## src/rtl/message_stream_deframer.sv

```systemverilog
// Splits a header-delimited word stream into payload packets with first/last markers.
// It reports malformed headers and stalled packets, then resynchronises on the next header.
module message_stream_deframer #(
  parameter int unsigned WDTH              = 32,
  parameter int unsigned MAX_PACKET_LENGTH = 64,
  parameter int unsigned MSG_LENGTH_WIDTH  = 7,
  parameter int unsigned TIMEOUT           = 1024,
  parameter int unsigned TIMEOUT_WIDTH     = 11
) (
  input  logic            clk,
  input  logic            rst_n,
  input  logic [WDTH-1:0] in_data,
  input  logic            in_nd,
  output logic [WDTH-1:0] out_data,
  output logic            out_nd,
  output logic            out_first,
  output logic            out_last,
  output logic [15:0]     packet_count,
  output logic            error,
  output logic [1:0]      error_code
);

  localparam logic [MSG_LENGTH_WIDTH-1:0] MaxLen     = MSG_LENGTH_WIDTH'(MAX_PACKET_LENGTH);
  localparam logic [MSG_LENGTH_WIDTH-1:0] OneLen     = MSG_LENGTH_WIDTH'(1);
  localparam logic [TIMEOUT_WIDTH-1:0]    TimeoutVal = TIMEOUT_WIDTH'(TIMEOUT);

  typedef enum logic [0:0] {StIdle, StPayload} state_e;

  state_e                      r_state, w_state_d;
  logic [MSG_LENGTH_WIDTH-1:0] r_remaining, w_remaining_d;
  logic                        r_first, w_first_d;
  logic [TIMEOUT_WIDTH-1:0]    r_timer, w_timer_d, w_timer_inc;
  logic [WDTH-1:0]             r_out_data, w_out_data_d;
  logic                        r_out_nd, w_out_nd_d;
  logic                        r_out_first, w_out_first_d;
  logic                        r_out_last, w_out_last_d;
  logic [15:0]                 r_count, w_count_d;
  logic                        r_error, w_error_d;
  logic [1:0]                  r_error_code, w_error_code_d;
  logic [MSG_LENGTH_WIDTH-1:0] w_len;

  assign w_len       = in_data[MSG_LENGTH_WIDTH-1:0];
  assign w_timer_inc = r_timer + TIMEOUT_WIDTH'(1);

  always_comb begin
    w_state_d      = r_state;
    w_remaining_d  = r_remaining;
    w_first_d      = r_first;
    w_timer_d      = r_timer;
    w_out_data_d   = r_out_data;
    w_out_nd_d     = 1'b0;
    w_out_first_d  = 1'b0;
    w_out_last_d   = 1'b0;
    w_count_d      = r_count;
    w_error_d      = 1'b0;
    w_error_code_d = 2'd0;
    unique case (r_state)
      StIdle: begin
        if (in_nd) begin
          if (!in_data[WDTH-1]) begin
            w_error_d      = 1'b1;
            w_error_code_d = 2'd1;
          end else if (w_len == '0) begin
            w_count_d = r_count + 16'd1;
          end else if (w_len > MaxLen) begin
            w_error_d      = 1'b1;
            w_error_code_d = 2'd2;
          end else begin
            w_remaining_d = w_len;
            w_first_d     = 1'b1;
            w_timer_d     = '0;
            w_state_d     = StPayload;
          end
        end
      end
      StPayload: begin
        if (in_nd) begin
          // Payload MSB is plain data here; only IDLE interprets headers.
          w_out_data_d  = in_data;
          w_out_nd_d    = 1'b1;
          w_out_first_d = r_first;
          w_first_d     = 1'b0;
          w_out_last_d  = (r_remaining == OneLen);
          w_remaining_d = r_remaining - OneLen;
          w_timer_d     = '0;
          if (r_remaining == OneLen) begin
            w_count_d = r_count + 16'd1;
            w_state_d = StIdle;
          end
        end else if (TIMEOUT != 0) begin
          w_timer_d = w_timer_inc;
          if (w_timer_inc == TimeoutVal) begin
            w_error_d      = 1'b1;
            w_error_code_d = 2'd3;
            w_timer_d      = '0;
            w_state_d      = StIdle;
          end
        end
      end
      default: w_state_d = StIdle;
    endcase
  end

  always_ff @(posedge clk or negedge rst_n) begin
    if (!rst_n) begin
      r_state      <= StIdle;
      r_remaining  <= '0;
      r_first      <= 1'b0;
      r_timer      <= '0;
      r_out_data   <= '0;
      r_out_nd     <= 1'b0;
      r_out_first  <= 1'b0;
      r_out_last   <= 1'b0;
      r_count      <= '0;
      r_error      <= 1'b0;
      r_error_code <= 2'd0;
    end else begin
      r_state      <= w_state_d;
      r_remaining  <= w_remaining_d;
      r_first      <= w_first_d;
      r_timer      <= w_timer_d;
      r_out_data   <= w_out_data_d;
      r_out_nd     <= w_out_nd_d;
      r_out_first  <= w_out_first_d;
      r_out_last   <= w_out_last_d;
      r_count      <= w_count_d;
      r_error      <= w_error_d;
      r_error_code <= w_error_code_d;
    end
  end

  assign out_data     = r_out_data;
  assign out_nd       = r_out_nd;
  assign out_first    = r_out_first;
  assign out_last     = r_out_last;
  assign packet_count = r_count;
  assign error        = r_error;
  assign error_code   = r_error_code;

endmodule

```

## config.mk

```make
export PLATFORM = sky130hd
export DESIGN_NAME = message_stream_deframer
export DESIGN_NICKNAME = d
export VERILOG_FILES = /design/src/rtl/message_stream_deframer.sv
export SDC_FILE = /design/constraint.sdc
export NUM_CORES = 1
export LEC_CHECK = 0
export CORE_ASPECT_RATIO = 0.5
export CORE_MARGIN = 2
export CORE_UTILIZATION = 45
export CTS_BUF_LIST = sky130_fd_sc_hd__clkbuf_8 sky130_fd_sc_hd__clkbuf_16
export CTS_CLUSTER_DIAMETER = 100
export DETAILED_ROUTE_END_ITERATION = 10
export PLACE_DENSITY = 0.8
export SYNTH_ARGS = -nofsm -noshare
export SYNTH_HDL_FRONTEND = slang
export SYNTH_SLANG_ARGS = --single-unit
```

## constraint.sdc

```tcl
create_clock -name clk -period 2.05 [get_ports clk]
set_input_delay 0.41 -clock clk [delete_from_list [all_inputs] [get_ports clk]]
set_output_delay 0.41 -clock clk [all_outputs]
set_load 0.02 [all_outputs]
```

==> results.md <==
* CP max FO at 6
* Cell Chain, Critical Path: dlygate4sd2_1 > or4_4 > o21ai_2 > a41oi_2 > buf_4 > o21ai_0 > o31ai_1
* Worst Path Arrival at 2.18 ns
* Post-synth EDFFs at 0
* Synth async-reset ratio at 100%
* Clock Tree Buf Depth at 2
* P_leak at 2.11 nW
* Post-Syn Nets at 337
* Final Critical Period at 1.98 ns
* HPWL after DPL at 5650 um
* DR vias at 2756
* Crit. End Element: flip-flop
* VDD IR max at 0.672 mV
* Setup TNS at 0 ns
* Final max-slew violation count at 0
* Most frequently used flop master after synthesis: dfrtp_1
* Worst setup path start: in_data[5]
* Final hold vios at 0
* Highest Clock Rate at 504 MHz
* Post-synth cell types at 49
* Status: finished, final reports clean
* Die width at 126 um
* Root Buffer: clkbuf_16
* Share of layout cells above drive strength 1 at 22.6%
* Crit path largest cell delay at 0.58 ns
* Routed Antenna Nets at 0
* Non-Filler Cell Area, Final at 0.00488 mm^2
* Sequential fraction of the synthesis area at 55.1%
* Critical path type: in -> reg
* CTS clk-pin slew, worst paths at 0.05 ns
* GRT Util Overall at 20.9%
* Post-Route WL at 8150 um
* Setup WS pre-CTS at -0.531 ns
* Pre-Repair DR Iteration Count at 4
* Die area at 0.00822 mm^2
* Synth Cell Area at 0.00336 mm^2
* Total Nets Final at 455
* Layout Skew at 0.00749 ns
* RSZ-0062 raised after global routing: false
* Htree depth at 3
* Synth Instances at 298
* First-pass GRT wire length at 13600 um
* Synth Register Bits at 74
* Initial Util at 46.1%
* Rel. slew slack at 69.3%
* First DRT Iteration DRCs at 177
* Largest net degree at the start of global routing at 75
* Worst r2r src: r_timer[1]
* Inst Count DP at 499
* Max stage delay cell, worst path: or4_4
* Max-cap violations at 0
* Post-DP Area at 0.00454 mm^2
* Final Util at 66.9%
* Tcrit/Tclk final at 96.7%
* Slew @ Worst Pin at 0.457 ns
* I/O pin count at 89
* # setup viols final at 0
* Layout Cells excl Fill at 516
* TritonCTS buffer count at 9
* Yosys warning total at 0
* Std cell rows at 22
* Initial antenna violation count at 0
* Die height at 65.1 um
* Worst Hold Margin at 0.103 ns
* Num Clock Sinks at 74
* Mean post-synth cell area at 11.3 um^2
* Drc violations at 0
* PnR worst setup slack at 0.0676 ns
* Grt total ovfl at 0
* DR WL/cell at 15.8 um
* Worst skew pair latency at 0.33 ns
* Routability Congestion at 0.812
* Ant diodes at 0
* Port Buffers at 88
* Hold crit path type: in -> async
* Vias in the first global route at 2815
* Core Box Area at 0.00729 mm^2
* Area Overhead vs Synth at 45.1%
* CTS tree: done
* Power Dens Cells at 1160 mW/mm^2
* Startpoint types: primary input
* WP data required at 2.25 ns
* Overall Power at 5.67 mW
* Vias/cell at 5.34
## flip-flops by register name, indices dropped and copies added (netlist names)
name and cells:
r_remaining 7, error_code 2, out_nd 1, packet_count 16
out_last 1, r_state 1, r_timer 11, out_first 1
r_first 1, out_data 32, error 1
## placed cells by master (no fill, tap or decap), types with 3 or more instances in the layout
master           netlist  routed
a31oi_1                3       3
buf_4                  1      27
nor3_1                 8       7
nand3_1               12      12
dfrtp_1               74      72
nand4_1                9       9
and3_1                 8       7
nor2_1                22      20
xnor2_1                9       9
clkinv_2               0       3
nand2_1               23      23
xor2_1                 6       6
clkdlybuf4s50_1        0      83
o32ai_1                3       3
dlygate4sd2_1          0       4
clkbuf_16              0       9
a21oi_1                5       5
inv_1                 10      11
ha_1                   4       4
mux2_2                32      32
o21ai_0               21      21
## area by class of cell
class                           count  area [um^2]
Tap cell                           96          120
Timing Repair Buffer              118         1120
Fill cell                         532         2420
Clock inverter                      4         18.8
Multi-Input combinational cell    203         1480
Inverter                           10         37.5
Clock buffer                       11          253
Sequential cell                    74         1850
## what timing repair did
item	4_1_cts	5_1_grt
hold buffers	0	0
resized for setup	12	8
buffers inserted	1	0
endpoints found under the setup margin	35	19
gates cloned	1	0
pin swaps	7	4
## Yosys cell counts (2+ instances only)
| library cell | number | share of area (%) |
|---|---|---|
| a21oi_1 | 5 | 0.74 |
| a31oi_1 | 3 | 0.56 |
| and3_1 | 8 | 1.5 |
| clkbuf_1 | 7 | 0.78 |
| dfrtp_1 | 74 | 55 |
| ha_1 | 4 | 1.5 |
| inv_1 | 10 | 1.1 |
| mux2_2 | 32 | 11 |
| mux2i_1 | 2 | 0.60 |
| nand2_1 | 23 | 2.6 |
| nand2b_1 | 2 | 0.37 |
| nand3_1 | 12 | 1.8 |
| nand4_1 | 9 | 1.7 |
| nor2_1 | 22 | 2.5 |
| nor3_1 | 8 | 1.2 |
| nor3b_1 | 2 | 0.45 |
| o2111a_1 | 2 | 0.67 |
| o211ai_1 | 2 | 0.45 |
| o21ai_0 | 21 | 3.1 |
| o22ai_1 | 3 | 0.56 |
| o31ai_1 | 2 | 0.45 |
| o32ai_1 | 3 | 0.78 |
| or2_2 | 3 | 0.56 |
| xnor2_1 | 9 | 2.3 |
| xor2_1 | 6 | 1.6 |
## worst max-delay path, delay by kind of cell
kind            cells  cell delay [ns]
compound gates      4             0.75
buf+inv             2             0.44
simple gates        1             0.58
## cell families after synthesis
kind of cell	Yosys count	share of synthesized area (%)
and+or+nand+nor	97	15.0
DFF	74	55.1
AOI/OAI and AO/OA	53	10.5
muxes	34	11.3
buffers and inverters	21	2.75
xor gates and xnor gates	15	3.91
adders and majority gates	4	1.49
## per-layer routing
layer	part of all wire, %	track usage [%]
met1	44	25.5
met2	52	36.8
met3	4.0	6.11
met4	0.83	5.91
met5	0	0
## worst paths after layout
path                                    endpoint  slack, ns  depth (start not counted)
worst max-delay path                  r_timer[8]       0.07                          7
worst min-delay path                out_data[21]       0.10                          2
worst max register to register        r_timer[1]       0.13                          7
worst min register to register  packet_count[15]       0.48                          1
max in group asynchronous             r_timer[3]       1.62                          2
min in group clk                packet_count[15]       0.48                          1
## report_power, final
group	switching (mW)	total (mW)	internal, mW
registers	0.315	2.16	1.85
logic	1.01	2.09	1.08
clock network	0.552	1.42	0.866
Power figures use the tool's default switching activity.
